### config.mk
export PLATFORM = sky130hd
export DESIGN_NAME = quad_scan_sequencer_flat
export DESIGN_NICKNAME = d
export VERILOG_FILES = /design/src/rtl/quad_pkg.sv /design/src/rtl/quad_scan_sequencer_if.sv /design/src/rtl/quad_ybounds.sv /design/src/rtl/quad_scan_sequencer.sv /design/src/flat_wrapper.sv
export SDC_FILE = /design/constraint.sdc
export NUM_CORES = 1
export LEC_CHECK = 0
export ABC_AREA = 1
export CAP_MARGIN = 0
export CORE_AREA = 2 2 322 324
export CTS_CLUSTER_DIAMETER = 100
export CTS_CLUSTER_SIZE = 28
export DETAILED_ROUTE_END_ITERATION = 7
export DIE_AREA = 0 0 324 326
export GPL_TIMING_DRIVEN = 0
export SYNTH_ARGS = -nofsm -noshare
export SYNTH_HDL_FRONTEND = slang
export SYNTH_SLANG_ARGS = --single-unit
### constraint.sdc
create_clock -name Clk -period 6.48 [get_ports Clk]
set_clock_uncertainty 0.15 [all_clocks]
set_input_delay 1.296 -clock Clk [delete_from_list [all_inputs] [get_ports Clk]]
set_output_delay 1.296 -clock Clk [all_outputs]
set_load 0.02 [all_outputs]
### src/rtl/quad_pkg.sv
// Shared types and constants for the quad scanline sequencer.
// Coordinates are unsigned 10-bit screen values; vertex [i][0] is x and [i][1] is y.
package quad_pkg;

  localparam int COORD_W       = 10;
  localparam int V_RES_DEFAULT = 480;

  typedef logic [COORD_W-1:0] coord_t;
  typedef coord_t [1:0]       vec2_t;   // [0] = x, [1] = y
  typedef vec2_t  [3:0]       quad_t;   // four vertices, counter-clockwise

  typedef enum logic [1:0] {
    IDLE,
    SETUP,
    SCAN,
    EMIT
  } state_e;

  function automatic coord_t umin(input coord_t a, input coord_t b);
    return (a < b) ? a : b;
  endfunction

  function automatic coord_t umax(input coord_t a, input coord_t b);
    return (a > b) ? a : b;
  endfunction

endpackage

### src/rtl/quad_scan_sequencer_if.sv
// Bundles the quad input, rasterizer and row output handshakes of the sequencer.
// slave is the sequencer's view; master is the surrounding system's view.
interface quad_scan_sequencer_if
  import quad_pkg::*;
#(
  parameter int warp_width = 320
);

  logic                  quad_valid;
  logic                  quad_ready;
  quad_t                 quad_vertices;

  quad_t                 rast_vertices;
  coord_t                rast_drawY;
  logic [warp_width-1:0] rast_isInside;

  logic                  row_valid;
  logic                  row_ready;
  coord_t                row_y;
  logic [warp_width-1:0] row_mask;
  logic                  row_last;
  logic                  quad_done;

  modport slave (
    input  quad_valid, quad_vertices, rast_isInside, row_ready,
    output quad_ready, rast_vertices, rast_drawY,
           row_valid, row_y, row_mask, row_last, quad_done
  );

  modport master (
    output quad_valid, quad_vertices, rast_isInside, row_ready,
    input  quad_ready, rast_vertices, rast_drawY,
           row_valid, row_y, row_mask, row_last, quad_done
  );

endinterface

### src/rtl/quad_ybounds.sv
// Vertical extent of a quad: min/max of the four y values, with the bottom
// clipped to the last screen row. empty flags a quad lying fully below the screen.
module quad_ybounds
  import quad_pkg::*;
#(
  parameter int V_RES = V_RES_DEFAULT
) (
  input  quad_t  quad,
  output coord_t ymin,
  output coord_t ymax_c,
  output logic   empty
);

  localparam coord_t YCLIP = coord_t'(V_RES - 1);

  coord_t ymax;

  always_comb begin
    ymin   = umin(umin(quad[0][1], quad[1][1]), umin(quad[2][1], quad[3][1]));
    ymax   = umax(umax(quad[0][1], quad[1][1]), umax(quad[2][1], quad[3][1]));
    ymax_c = (ymax > YCLIP) ? YCLIP : ymax;
    empty  = (ymin > ymax_c);
  end

endmodule

### src/rtl/quad_scan_sequencer.sv
// Walks an accepted quad one scanline at a time through a combinational
// rasterizer and streams the non-empty {y, mask} rows downstream.
module quad_scan_sequencer
  import quad_pkg::*;
#(
  parameter int warp_width = 320,
  parameter int V_RES      = V_RES_DEFAULT,
  parameter bit SKIP_EMPTY = 1'b1
) (
  input  logic                 Clk,
  input  logic                 Reset,
  quad_scan_sequencer_if.slave bus
);

  state_e                state_q,     state_d;
  quad_t                 verts_q,     verts_d;
  coord_t                drawy_q,     drawy_d;
  logic                  row_valid_q, row_valid_d;
  coord_t                row_y_q,     row_y_d;
  logic [warp_width-1:0] row_mask_q,  row_mask_d;
  logic                  row_last_q,  row_last_d;
  logic                  quad_done_q, quad_done_d;
  logic                  quad_ready_q, quad_ready_d;

  coord_t ymin;
  coord_t ymax_c;
  logic   bounds_empty;
  logic   scan_last;
  logic   mask_zero;

  quad_ybounds #(
    .V_RES (V_RES)
  ) u_ybounds (
    .quad   (verts_q),
    .ymin   (ymin),
    .ymax_c (ymax_c),
    .empty  (bounds_empty)
  );

  always_comb begin
    // NOTE: every variable gets a default before the case so no path leaves
    // it unassigned; a missing default here is what infers a latch.
    state_d     = state_q;
    verts_d     = verts_q;
    drawy_d     = drawy_q;
    row_valid_d = row_valid_q;
    row_y_d     = row_y_q;
    row_mask_d  = row_mask_q;
    row_last_d  = row_last_q;
    quad_done_d = 1'b0;

    scan_last = (drawy_q == ymax_c);
    mask_zero = (bus.rast_isInside == '0);

    unique case (state_q)
      IDLE: begin
        if (bus.quad_valid && quad_ready_q) begin
          verts_d = bus.quad_vertices;
          state_d = SETUP;
        end
      end

      SETUP: begin
        if (bounds_empty) begin
          quad_done_d = 1'b1;
          state_d     = IDLE;
        end else begin
          drawy_d = ymin;
          state_d = SCAN;
        end
      end

      SCAN: begin
        // The rasterizer is combinational, so its mask for drawy_q is valid now.
        if (SKIP_EMPTY && mask_zero) begin
          if (scan_last) begin
            quad_done_d = 1'b1;
            state_d     = IDLE;
          end else begin
            drawy_d = drawy_q + coord_t'(1);
          end
        end else begin
          row_y_d     = drawy_q;
          row_mask_d  = bus.rast_isInside;
          row_last_d  = scan_last;
          row_valid_d = 1'b1;
          state_d     = EMIT;
        end
      end

      EMIT: begin
        if (bus.row_ready) begin
          row_valid_d = 1'b0;
          row_last_d  = 1'b0;
          if (row_last_q) begin
            quad_done_d = 1'b1;
            state_d     = IDLE;
          end else begin
            drawy_d = drawy_q + coord_t'(1);
            state_d = SCAN;
          end
        end
      end

      default: state_d = IDLE;
    endcase

    // Ready only after a full cycle in IDLE, so never alongside quad_done.
    quad_ready_d = (state_q == IDLE) && (state_d == IDLE);
  end

  always_ff @(posedge Clk) begin
    // NOTE: state registers use non-blocking assignments so every flop
    // samples the pre-edge values, independent of statement order.
    if (Reset) begin
      state_q      <= IDLE;
      verts_q      <= '0;
      drawy_q      <= '0;
      row_valid_q  <= 1'b0;
      row_y_q      <= '0;
      row_mask_q   <= '0;
      row_last_q   <= 1'b0;
      quad_done_q  <= 1'b0;
      quad_ready_q <= 1'b0;
    end else begin
      state_q      <= state_d;
      verts_q      <= verts_d;
      drawy_q      <= drawy_d;
      row_valid_q  <= row_valid_d;
      row_y_q      <= row_y_d;
      row_mask_q   <= row_mask_d;
      row_last_q   <= row_last_d;
      quad_done_q  <= quad_done_d;
      quad_ready_q <= quad_ready_d;
    end
  end

  assign bus.quad_ready    = quad_ready_q;
  assign bus.rast_vertices = verts_q;
  assign bus.rast_drawY    = drawy_q;
  assign bus.row_valid     = row_valid_q;
  assign bus.row_y         = row_y_q;
  assign bus.row_mask      = row_mask_q;
  assign bus.row_last      = row_last_q;
  assign bus.quad_done     = quad_done_q;

endmodule

### src/flat_wrapper.sv
// flat-port wrapper written by rule: the top's interface ports become plain ports
module quad_scan_sequencer_flat import quad_pkg::*;
#(
  parameter int warp_width = 320,
  parameter int V_RES      = V_RES_DEFAULT,
  parameter bit SKIP_EMPTY = 1'b1
)
  (Clk, Reset, bus_quad_valid, bus_quad_vertices, bus_rast_isInside, bus_row_ready, bus_quad_ready, bus_rast_vertices, bus_rast_drawY, bus_row_valid, bus_row_y, bus_row_mask, bus_row_last, bus_quad_done);
  quad_scan_sequencer_if #(.warp_width(warp_width)) bus_i ();
  input  logic Clk;
  input  logic Reset;
  input wire logic [$bits(bus_i.quad_valid)-1:0] bus_quad_valid;
  input wire logic [$bits(bus_i.quad_vertices)-1:0] bus_quad_vertices;
  input wire logic [$bits(bus_i.rast_isInside)-1:0] bus_rast_isInside;
  input wire logic [$bits(bus_i.row_ready)-1:0] bus_row_ready;
  output wire logic [$bits(bus_i.quad_ready)-1:0] bus_quad_ready;
  output wire logic [$bits(bus_i.rast_vertices)-1:0] bus_rast_vertices;
  output wire logic [$bits(bus_i.rast_drawY)-1:0] bus_rast_drawY;
  output wire logic [$bits(bus_i.row_valid)-1:0] bus_row_valid;
  output wire logic [$bits(bus_i.row_y)-1:0] bus_row_y;
  output wire logic [$bits(bus_i.row_mask)-1:0] bus_row_mask;
  output wire logic [$bits(bus_i.row_last)-1:0] bus_row_last;
  output wire logic [$bits(bus_i.quad_done)-1:0] bus_quad_done;
  assign bus_i.quad_valid = bus_quad_valid;
  assign bus_i.quad_vertices = bus_quad_vertices;
  assign bus_i.rast_isInside = bus_rast_isInside;
  assign bus_i.row_ready = bus_row_ready;
  assign bus_quad_ready = bus_i.quad_ready;
  assign bus_rast_vertices = bus_i.rast_vertices;
  assign bus_rast_drawY = bus_i.rast_drawY;
  assign bus_row_valid = bus_i.row_valid;
  assign bus_row_y = bus_i.row_y;
  assign bus_row_mask = bus_i.row_mask;
  assign bus_row_last = bus_i.row_last;
  assign bus_quad_done = bus_i.quad_done;
  quad_scan_sequencer #(.warp_width(warp_width), .V_RES(V_RES), .SKIP_EMPTY(SKIP_EMPTY)) u_core (.Clk(Clk), .Reset(Reset), .bus(bus_i));
endmodule
* Word-level counts from Yosys, hierarchy flattened *
Index checks and enable logic that the tools add are counted.

word-level totals
  bits in registers = 426
  logic and storage cells = 78
  output and inout bits = 424
  bits of input ports = 404

cells by class
  order comparisons = 8
  equal/unequal tests = 10
  bitwise gates (word level) = 1
  reduce and logical (&&, ||, !) cells = 11
  $add $sub $neg = 1
  muxes and demuxes = 31

operators with widths
  kind                                                                    count
  320-bit zero test                                                       1
  10-bit 2-to-1 mux                                                       12
  10-bit > comparator                                                     4
  10-bit < comparator                                                     3
  10-bit case mux with 3 select lines                                     1
  2-bit 2-to-1 mux                                                        6
  10-bit by 1-bit adder with 10-bit output (second input constant)        1
  10-bit == test                                                          1
  10-bit by 9-bit > comparator with 1-bit output (second input constant)  1
  2-bit != test (second input constant)                                   5
  1-bit 2-to-1 mux                                                        8
  2-bit case mux with 4 select lines                                      1
  6-bit AND reduction                                                     1
  2-bit == test (second input constant)                                   2
  2-bit zero test                                                         2
  1-bit case mux with 2 select lines                                      2
  2-bit AND reduction                                                     2
  1-bit case mux with 3 select lines                                      1
  3-bit AND reduction                                                     1
  3-bit nonzero test                                                      1
  2-bit by 1-bit == test with 1-bit output (second input constant)        1
  1-bit logical AND                                                       2
  2-bit by 1-bit != test with 1-bit output (second input constant)        1
  2-bit nonzero test                                                      1
  1-bit NOT                                                               1

* Longest topological paths before layout *
Gate-level depths: netlist of the first run.

  depth after elaboration = 12
  mapped depth = 40
  depth with buffers taken out = 37

* Modules after synthesis *
From an unflattened synthesis of the first run, not the netlist that was laid out.

unflattened totals
  cell total of the unflattened synthesis = 2709
  area total of the unflattened synthesis = 19312.3 sq um

by module, submodules not included
  module               area an instance (sq um)  cells each  sequential area each (sq um)  instances
  quad_scan_sequencer  16902.5                   2307        8528.2                        1
  quad_ybounds         2409.8                    402         0.0                           1

* Least setup slack after synthesis of the first run *
No wires, ideal clock.

  kind = flip-flop to flip-flop
  start point = register u_core.verts_q, in the netlist u_core.bus.rast_vertices[79]
  end point = register u_core.drawy_q[4], in the netlist u_core.bus.rast_drawY[4]
  setup time = 64 ps
  cell stages (with the launch flop) = 29
  data required time = 6266 ps
  data arrival time = 4534 ps
  path buffers = 3
  clock period less this slack = 4748 ps
  slack = 1732 ps
  cell sequence = dfxtp_1 > inv_1 > ha_1 > nand2_2 > inv_1 > a21oi_2 > nand3_4 > buf_2 > clkbuf_1 > o21ai_0 > inv_1 > ha_1 > a21oi_1 > o21a_1 > o221a_2 > nand2_1 > clkinv_1 > o21ai_0 > ha_1 > a21oi_1 > o21ai_0 > nand4_1 > o2111ai_1 > a21oi_1 > a21oi_1 > nor2_1 > clkbuf_1 > a21oi_1 > nor2_1

on the way
  word-level cells in the longest chain between the ends = 9
  elaborated cells between the ends (all ways) = 17
  classes of those cells = order compare: 6; eq/ne: 3; mux: 7; reduce/logical: 1

ends and longest elaborated chain
  what                                                   RTL line                                       RTL
  start: declaration                                     quad_scan_sequencer.sv:16                      quad_t verts_q, verts_d;
  start signal: assignment                               quad_scan_sequencer.sv:127                     verts_q <= verts_d;
  10-bit > comparator                                    quad_pkg.sv:24                                 return (a > b) ? a : b;
  10-bit 2-to-1 mux                                      quad_pkg.sv:24
  10-bit > comparator                                    quad_pkg.sv:24
  10-bit 2-to-1 mux                                      quad_pkg.sv:24
  10-bit by 9-bit > comparator with 1-bit output         quad_ybounds.sv:21                             ymax_c = (ymax > YCLIP) ? YCLIP : ymax;
  10-bit 2-to-1 mux                                      quad_ybounds.sv:21
  10-bit > comparator or 10-bit == test (tied branches)  quad_ybounds.sv:22, quad_scan_sequencer.sv:52
  2-bit != test (no line)                                -
  6-bit AND reduction (no line)                          -
  end signal: assignment                                 quad_scan_sequencer.sv:128                     drawy_q <= drawy_d;
  end: declaration                                       quad_scan_sequencer.sv:17                      coord_t drawy_q, drawy_d;

Parallel ways exist; a longest one is shown, timed or not. The select of a mux whose other input is x is not followed.
A chain may end at the register's enable or synchronous reset.

* Final worst setup path of the first run *
  start point = input bus_rast_isInside[27]
  end point = register u_core.row_mask_q[142], in the netlist u_core.bus.row_mask[142]

on the way
  word-level cells in the longest chain between the ends = 3

ends and longest elaborated chain
  what                           RTL line                    RTL
  start: declaration             flat_wrapper.sv:14          input wire logic [$bits(bus_i.rast_isInside)-1:0] bus_rast_isInside;
  320-bit zero test              quad_scan_sequencer.sv:53   mask_zero = (bus.rast_isInside == '0);
  1-bit NOT (no line)            -
  2-bit AND reduction (no line)  -
  end signal: assignment         quad_scan_sequencer.sv:131  row_mask_q <= row_mask_d;
  end: declaration               quad_scan_sequencer.sv:20   logic [warp_width-1:0] row_mask_q, row_mask_d;

No other way between the ends.

==> results.md, run 1 <==
* Non-Filler Instances at 4679
* Outcome: completed
* Library cells used by synthesis at 43
* Die Span Y at 326 µm
* Post-synthesis register bit count at 426
* CTS Root Cell: clkbuf_16
* Final Max Tran Viols at 0
* Cts hold-fix bufs at 0
* First-pass GRT wire length at 134000 µm
* GRT Total Usage at 17.4%
* Worst Hold Margin at 0.330 ns
* Critical path cell sequence: clkdlybuf4s50_1 > nor4_1 > nand4_1 > nor4_1 > and3_1 > nand3b_1 > nand2_2 > buf_2 > clkbuf_1 > o21ai_0 > nor2_1
* Most used cell, CP: nor4_1
* Starting Density at 17.3%
* Worst-Margin Slew at 1.36 ns
* Crit path capture type: flop
* Nets at 3731
* LEAKAGE at 10.2 nW
* Antenna viol nets, final at 0
* Worst setup startpoint: bus_rast_isInside[27]
* Hold Crit Start: u_core.bus.row_valid$_SDFFE_PP0P_
* Setup WS post-layout at 0.488 ns
* # H-tree levels at 1
* Worst min-delay path category: flop to flop
* Synth area leaders: dfxtp_1 (48%), nor2_1 (17%), o21ai_0 (12%), nand2_1 (3.7%), ha_1 (3.5%)
* Busiest grt layer: met2
* Setup Viol. Count Final at 0
* Critical Path AT at 6.41 ns
* Vias post-DR at 19750
* F_max at 167 MHz
* Max Fanout on Critical Path at 11
* Switching part of the total at 50.2%
* Avg Synthesized Cell Area at 7.33 µm²
* Area share of the largest cell type after synthesis at 48.0%
* Post-DP Area at 27800 µm²
* Met2 Usage GRT at 30.5%
* TNS Setup at 0 ns
* Pin count of the biggest net entering global routing at 29
* EDFF count, synth at 0
* CP max stage delay at 0.87 ns
* Placed cell count at 4632
* Drt first pass iters at 5
* PortBufs at 827
* Final Hold Fails at 0
* Async SR Flop Fraction at 0%
* DRT iter0 DRCs at 1147
* Post-Place Setup Slack at -1.06 ns
* M3 GR Usage at 4.78%
* Reg2reg start: u_core.bus.rast_vertices[78]$_SDFFE_PP0P_
* CP Data Required Time at 6.90 ns
* Die area at 106000 µm²
* Most frequent cells in the layout: clkdlybuf4s50_1 (827), nor2_1 (785), o21ai_0 (439)
* Die Wd at 324 µm
* Mapped Area at 17800 µm²
* Post-Route WL at 96900 µm
* DP HPWL at 81100 µm
* Synthesized instance count at 2425
* Post-Syn Nets at 2879
* Seq pwr share at 24.5%
* Peak supply drop at 0.476 mV
* TritonCTS clock tree: built
* Num ports at 828
* Clock buffer count from CTS at 24
* Vias per cell at 4.22
* RSZ-0062 raised after global routing: false
* Maxcap violations at 0
* # clock sinks at 426
* Combinational fraction of design power at 64.0%
* Register area share after synthesis at 48.0%
* Worst-path clk slew at 0.11 ns
* Power density of the placed cells at 565 nW/µm²
* Ys flop type: dfxtp_1
* Fin area at 28700 µm²
* Drt wl/cell at 20.7 µm
* Syn-to-layout area delta at 61.2%
* Maximum clock path buffer count at 3
* Commonest non-fill, non-tap cell in the layout: clkdlybuf4s50_1
* Final Total Pwr at 16.2 mW
* Post-CTS Setup Bufs at 0
* Core Area at 103000 µm²
* GRT overflow at 0
* Fin crit share at 92.5%
* Largest area contributor in the netlist: dfxtp_1
* Slowest cell on the critical path: clkbuf_1
* Ys Warns at 0
* Initial antenna violation count at 11
* Pint at 8.07 mW
* Layout Utilization at 27.9%
* Routability cong. at 0.951
* DRC at 0
* Clock power frac at 11.5%
* Vias in the first global route at 19186
* Relative slew slack at 9.24%
* Min Clock Period, post-route at 5.99 ns
* Core Rows at 118
* WS Path Type: input port to flop
* Crit start category: input port
* Clock Latency Late Sink at 0.61 ns
* Layout cells sized above 1 at 2.79%
* Psw at 8.12 mW
* Routing usage on met1 at 20.5%
==> layer usage <==
layer | part of all wire, % | wire length (µm)
met2 | 49 | 47300
met3 | 8.2 | 7950
met1 | 40 | 38800
met4 | 2.9 | 2860
met5 | 0.028 | 27
==> state kept, by name (all words and copies together) (netlist names) <==
register,flops
u_core.bus.row_mask,320
u_core.bus.rast_vertices,80
u_core.bus.row_last,1
u_core.bus.rast_drawY,10
u_core.bus.quad_ready,1
u_core.bus.quad_done,1
u_core.bus.row_valid,1
u_core.state_q,2
u_core.bus.row_y,10
==> worst max-delay path: cells and delay by family <==
family | cells | cell delay, ns
and+or+nand+nor | 7 | 2.77
buffers and inverters | 3 | 1.83
AOI/OAI and AO/OA | 1 | 0.44
==> power by group through the flow <==
stage | Combinational [mW] | Clock [mW] | Sequential (mW)
floorplan | 5.27 | 0 | 4.92
global placement | 10.3 | 0 | 3.99
detailed placement | 10.4 | 0 | 4.02
CTS | 10.4 | 1.92 | 3.97
global route | 11.5 | 1.99 | 4.06
finish | 10.4 | 1.86 | 3.97
==> synth_stat cells, types with 2 or more instances <==
cell      number
nand2_2        4
nand3_1       47
buf_2          9
clkinv_1       3
nand2_4        4
a21oi_1       83
inv_2          3
o21ai_0      442
nand4_2        2
ha_1          50
nand2_1      174
inv_1         84
dfxtp_1      426
o21a_1         5
and2_1         4
o21ai_1       14
nor2_2         4
nor2_1       785
xor2_1         5
a22oi_1        2
nor2_4         4
nand3_2        5
clkbuf_1     137
nand4_1       21
o21ai_2        2
a21o_1         2
buf_6          4
nor4_1        66
o21bai_1       2
or4_1          8
nor3_1        12
==> layout make-up <==
type                       instances  area (µm²)
fill                           11249       73900
multi-input combinational       1759        8330
tap                             1380        1730
buffer                           149         603
clock buffer                      26         629
sequential                       426        8530
antenna                            6        15.0
clock inverter                    16         214
timing repair buffer             827        8280
inverter                          90         342
==> worst paths after layout <==
kind / to / slack (ns) / depth (start not counted)
hold / removal: u_core.bus.row_valid$_SDFFE_PP0P_ / 0.33 / 2
setup / recovery: u_core.bus.row_mask[142]$_SDFFE_PP0P_ / 0.49 / 11
hold reg to reg: u_core.bus.row_valid$_SDFFE_PP0P_ / 0.33 / 2
setup reg to reg: u_core.bus.rast_drawY[4]$_SDFFE_PP0P_ / 0.57 / 30
==> cell families after synthesis <==
group | share of synthesized area (%)
adder cells (fa/ha/maj) | 3.52
AND/OR/NAND/NOR | 26.9
buffers and inverters | 5.30
AO/OA/AOI/OAI | 16.1
XOR/XNOR | 0.246
other | 0.0211
flip-flops | 48.0
==> repair_timing <==
item / 4_1_cts / 5_1_grt
setup endpoints to repair: 20 / 11
hold endpoints to repair: 0 / 0
gates resized for setup: 3 / 6
(Power assumes the default switching activity.)
==> run 2: changes to the inputs <==
--- a/config.mk
+++ b/config.mk
@@ -7,11 +7,11 @@
 export LEC_CHECK = 0
 export ABC_AREA = 1
 export CAP_MARGIN = 0
-export CORE_AREA = 2 2 322 324
+export CORE_AREA = 2 2 324 326
 export CTS_CLUSTER_DIAMETER = 100
 export CTS_CLUSTER_SIZE = 28
 export DETAILED_ROUTE_END_ITERATION = 7
-export DIE_AREA = 0 0 324 326
+export DIE_AREA = 0 0 326 328
 export GPL_TIMING_DRIVEN = 0
 export SYNTH_ARGS = -nofsm -noshare
 export SYNTH_HDL_FRONTEND = slang
==> run 2 against run 1 <==
Net effect:
- global-route usage down 0.42 points
- wire length fell by 0.83%
- fmax up 0.51%
- highest routed layer unchanged
==> results.md, run 2 (synthesized netlist as in run 1, its figures left out) <==
* DRC at 0
* Final Hold Fails at 0
* Reg2reg start: u_core.bus.rast_vertices[79]$_SDFFE_PP0P_
* LEAKAGE at 10.2 nW
* Power density of the placed cells at 565 nW/µm²
* CP Data Required Time at 6.85 ns
* Worst-path clk slew at 0.11 ns
* R2R depth at 28
* R2r setup slk at 0.52 ns
* Vias post-DR at 19842
* DP HPWL at 80700 µm
* Die area at 107000 µm²
* Worst Setup EP: u_core.bus.rast_drawY[4]$_SDFFE_PP0P_
* Slowest cell on the critical path: o21ai_0
* CP max stage delay at 0.53 ns
* Die Wd at 326 µm
* Post-Route WL at 96100 µm
* Worst-Margin Slew at 1.29 ns
* Placed cell count at 4632
* Seq pwr share at 24.6%
* DRT iter0 DRCs at 1270
* Core Rows at 118
* Non-Filler Instances at 4674
* Routability cong. at 0.940
* Clock buffer count from CTS at 23
* Core Area at 103000 µm²
* Delay-heaviest family, CP: compound AO/OA/AOI/OAI gates
* TritonCTS clock tree: built
* Num ports at 828
* Most used cell, CP: a21oi_1
* # clock sinks at 426
* Layout cells sized above 1 at 2.52%
* Clock Latency Late Sink at 0.60 ns
* Commonest non-fill, non-tap cell in the layout: clkdlybuf4s50_1
* Crit start category: flop
* Fin crit share at 92.0%
* TNS Setup at 0 ns
* Initial antenna violation count at 14
* Worst Hold Margin at 0.317 ns
* PortBufs at 827
* Syn-to-layout area delta at 60.6%
* Crit path depth at 28
* Vias in the first global route at 18945
* Clock power frac at 10.8%
* Max Fanout on Critical Path at 10
* Most frequent cells in the layout: clkdlybuf4s50_1 (827), nor2_1 (785), o21ai_0 (438)
* Fillers at 11330
* Worst R2R End: u_core.bus.rast_drawY[4]$_SDFFE_PP0P_
* Worst min-delay path category: flop to flop
* Drt first pass iters at 5
* Starting Density at 17.2%
* Vias per cell at 4.25
* Min Clock Period, post-route at 5.96 ns
* Outcome: completed
* Pint at 8.00 mW
* Antenna viol nets, final at 0
* Switching part of the total at 50.4%
* Setup Viol. Count Final at 0
* Maximum clock path buffer count at 3
* Worst setup startpoint: u_core.bus.rast_vertices[79]$_SDFFE_PP0P_
* Final Max Tran Viols at 0
* F_max at 168 MHz
* Critical Path AT at 6.33 ns
* CTS Root Cell: clkbuf_16
* Final Total Pwr at 16.1 mW
* Die Span Y at 328 µm
* GRT Total Usage at 17.0%
* WS Path Type: flop to flop
* Crit path capture type: flop
* Combinational fraction of design power at 64.5%
* RSZ-0062 raised after global routing: false
* Worst Path Buf+Inv at 7
* Drt wl/cell at 20.6 µm
* GRT overflow at 0
* Pin count of the biggest net entering global routing at 29
* Psw at 8.14 mW
* First-pass GRT wire length at 133000 µm
* # H-tree levels at 1
* Nets at 3731
* Maxcap violations at 0
* Peak supply drop at 0.518 mV
* Relative slew slack at 14.0%
* Max reg flops at 320
-- run 2: cell count changes in the layout (fill, tap and decap cells not counted), moves of 2 or more --
cell,previous run,this run
clkinv_4,3,0
clkbuf_1,135,139
clkbuf_16,25,23
clkinvlp_4,5,1
-- run 2: how the worst min path moves through the flow --
stage	to	cells after the start	slack, ns	from
finish	u_core.bus.row_valid$_SDFFE_PP0P_	2	0.32	u_core.bus.row_valid$_SDFFE_PP0P_
global route	u_core.bus.row_mask[8]$_SDFFE_PP0P_	2	0.36	u_core.bus.row_mask[8]$_SDFFE_PP0P_
CTS	u_core.bus.row_valid$_SDFFE_PP0P_	2	0.32	u_core.bus.row_valid$_SDFFE_PP0P_
detailed placement	u_core.bus.row_valid$_SDFFE_PP0P_	2	0.30	u_core.bus.row_valid$_SDFFE_PP0P_
global placement	u_core.bus.row_valid$_SDFFE_PP0P_	2	0.30	u_core.bus.row_valid$_SDFFE_PP0P_
floorplan	u_core.bus.row_valid$_SDFFE_PP0P_	2	0.38	u_core.bus.row_valid$_SDFFE_PP0P_
-- run 2: per-stage QoR --
| step | area (µm²) | worst slack, ns | utilization, % |
|---|---|---|---|
| global placement | 27800 | -1.12 | 26.9 |
| finish | 28600 | 0.518 | 27.7 |
| CTS | 28500 | 0.161 | 27.7 |
| floorplan | 17800 | 1.73 | - |
| detailed placement | 27800 | -1.22 | 26.9 |
| global route | 28500 | 0.0235 | 27.7 |
-- run 2: power groups by stage --
stage / combinational [mW] / sequential (mW) / clock (mW)
after CTS: 10.5 / 3.98 / 1.81
final: 10.4 / 3.98 / 1.75
after floorplan: 5.27 / 4.92 / 0
after global placement: 10.4 / 4.01 / 0
after global routing: 11.5 / 4.07 / 1.88
after detailed placement: 10.4 / 4.03 / 0
-- run 2: tightest hold or removal path: cells and delay by family (launching register included) --
family / cells / cell delay [ns]
AND/OR/NAND/NOR: 1 / 0.06
AO/OA/AOI/OAI: 1 / 0.05
flip-flops: 1 / 0.32
-- run 2: metal layers --
| metal | part of all wire, % | vias to the layer above | GRT usage, % |
|---|---|---|---|
| met5 | 0.033 | - | 0 |
| met4 | 3.1 | 6 | 4.88 |
| met3 | 7.3 | 110 | 4.35 |
| met2 | 48 | 741 | 29.6 |
| met1 | 41 | 9252 | 20.5 |
| li1 | - | 9733 | - |
-- run 2: area by class of cell --
class                   count  area (µm²)  share of cell area, %
multi-input cells        1759        8330                   29.2
repair buffers            827        8280                   29.0
well taps                1380        1730                   6.05
flip-flops and latches    426        8530                   29.9
clock inverters            11         151                  0.530
plain buffers             150         606                   2.12
inverters                  90         338                   1.18
diodes                      5        12.5                 0.0438
clock buffers              26         587                   2.06
-- run 2: repair_timing --
item | CTS | global route
hold buffers | 0 | 0
setup buffers | 0 | 0
gates resized for setup | 3 | 6
endpoints found under the setup margin | 58 | 10
==> run 3: changes to the inputs <==
--- a/config.mk
+++ b/config.mk
@@ -8,7 +8,7 @@
 export ABC_AREA = 1
 export CAP_MARGIN = 0
 export CORE_AREA = 2 2 324 326
-export CTS_CLUSTER_DIAMETER = 100
+export CTS_CLUSTER_DIAMETER = 150
 export CTS_CLUSTER_SIZE = 28
 export DETAILED_ROUTE_END_ITERATION = 7
 export DIE_AREA = 0 0 326 328
==> constraint.sdc (replaced) <==
create_clock -name Clk -period 6.1 [get_ports Clk]
set_clock_uncertainty 0.15 [all_clocks]
set_input_delay 1.22 -clock Clk [delete_from_list [all_inputs] [get_ports Clk]]
set_output_delay 1.22 -clock Clk [all_outputs]
set_load 0.02 [all_outputs]
==> run 3 against run 2 <==
Net effect:
- register-to-register slack worse by 0.11 ns
- sequential power rose by 6.3%
- clock power fell by 8%
- flip-flop and latch count stayed put
- largest cell class unchanged
- first-iteration DRC count grew 2.4%
==> results.md, run 3 (synthesized netlist as in run 1, its figures left out) <==
* Outcome: completed
* DP HPWL at 80700 µm
* Drt wl/cell at 20.7 µm
* Crit start category: flop
* Initial antenna violation count at 13
* Syn-to-layout area delta at 59.5%
* Maxcap violations at 0
* TritonCTS clock tree: built
* Final Hold Fails at 0
* Non-Filler Instances at 4659
* Seq pwr share at 24.9%
* Crit path capture type: flop
* Post-CTS Setup Bufs at 0
* CP max stage delay at 0.45 ns
* Drt first pass iters at 5
* Core Rows at 118
* Slowest cell on the critical path: dfxtp_1
* Starting Density at 17.2%
* Peak supply drop at 0.556 mV
* Core Area at 103000 µm²
* Die area at 107000 µm²
* Layout cells sized above 1 at 2.41%
* Post-CTS sizing at 5
* Psw at 8.56 mW
* Critical Path AT at 6.03 ns
* Max reg flops at 320
* Routability cong. at 0.940
* Post-Route WL at 96300 µm
* Setup WS post-layout at 0.407 ns
* # H-tree levels at 1
* Relative slew slack at 17.7%
* Worst min-delay path category: flop to flop
* DRC at 0
* Min Clock Period, post-route at 5.69 ns
* Final Max Tran Viols at 0
* Vias post-DR at 19694
* GRT overflow at 0
* LEAKAGE at 10.1 nW
* # clock sinks at 426
* Post-Place Setup Slack at -1.52 ns
* Max Fanout on Critical Path at 10
* Commonest non-fill, non-tap cell in the layout: clkdlybuf4s50_1
* Antenna viol nets, final at 0
* CTS Root Cell: clkbuf_16
* Pint at 8.39 mW
* Num ports at 828
* Pin count of the biggest net entering global routing at 29
* Switching part of the total at 50.5%
* Fin crit share at 93.3%
* Die Span Y at 328 µm
* Clock power frac at 9.5%
* Placed cell count at 4632
* GRT Total Usage at 17.0%
* Nets at 3727
* Setup Viol. Count Final at 0
* TNS Setup at 0 ns
* PortBufs at 827
* CP Data Required Time at 6.43 ns
* Worst-Margin Slew at 1.23 ns
* Worst-path clk slew at 0.11 ns
* Cts hold-fix bufs at 0
* WS Path Type: flop to flop
* Clock buffer count from CTS at 19
* Post-DP Area at 27800 µm²
* F_max at 176 MHz
* Vias per cell at 4.23
* Layout Utilization at 27.5%
* Vias in the first global route at 18958
* First-pass GRT wire length at 133000 µm
* Fin area at 28400 µm²
* Power density of the placed cells at 598 nW/µm²
* Most frequent cells in the layout: clkdlybuf4s50_1 (827), nor2_1 (784), o21ai_0 (437)
* Maximum clock path buffer count at 3
* Clock Latency Late Sink at 0.58 ns
* DRT iter0 DRCs at 1300
* Die Wd at 326 µm
* Combinational fraction of design power at 65.6%
-- run 3: through the flow --
| stage | power, mW | hold WS [ns] |
|---|---|---|
| after detailed placement | 15.4 | 0.304 |
| final | 17.0 | 0.319 |
| after floorplan | 10.8 | 0.384 |
| after global placement | 15.3 | 0.302 |
| after CTS | 17.0 | 0.321 |
| after global routing | 18.3 | 0.359 |
-- run 3: cell type report --
cell class              count  area, µm²
clock inverters             3       50.0
flip-flops and latches    426       8530
diodes                      4       10.0
clock buffers              20        479
inverters                  90        342
plain buffers             150        609
fillers                 11353      74800
well taps                1380       1730
repair buffers            827       8280
multi-input cells        1759       8340
-- run 3: worst max-delay path: cells and delay by family, from the launching register on --
kind / cells / cell delay, ns
and+or+nand+nor: 10 / 1.09
AOI/OAI and AO/OA: 10 / 1.82
buffers and inverters: 8 / 1.17
DFF: 1 / 0.45
adders and majority gates: 3 / 0.93
-- run 3: path summary, 6_finish.rpt --
kind	startpoint	endpoint	slack, ns	cells past startpoint
max	u_core.bus.rast_vertices[79]$_SDFFE_PP0P_	u_core.bus.rast_drawY[4]$_SDFFE_PP0P_	0.41	31
min	u_core.bus.row_valid$_SDFFE_PP0P_	u_core.bus.row_valid$_SDFFE_PP0P_	0.32	2
max reg2reg	u_core.bus.rast_vertices[79]$_SDFFE_PP0P_	u_core.bus.rast_drawY[4]$_SDFFE_PP0P_	0.41	31
min reg2reg	u_core.bus.row_valid$_SDFFE_PP0P_	u_core.bus.row_valid$_SDFFE_PP0P_	0.32	2
-- run 3: metal layers --
| layer | vias to the layer above | share of wire (%) | GRT usage (%) |
|---|---|---|---|
| met3 | 124 | 7.8 | 4.13 |
| met4 | 4 | 3.5 | 5.69 |
| met1 | 9095 | 41 | 20.6 |
| met5 | - | 0.021 | 0 |
| met2 | 752 | 48 | 29.4 |
| li1 | 9719 | - | - |
-- run 3: power by group through the flow --
stage	registers, mW	clock network, mW	logic (mW)
2_1_floorplan	5.23	0	5.60
6_report	4.23	1.61	11.1
3_3_place_gp	4.26	0	11.0
3_5_place_dp	4.29	0	11.1
4_1_cts	4.22	1.67	11.1
5_1_grt	4.32	1.75	12.3
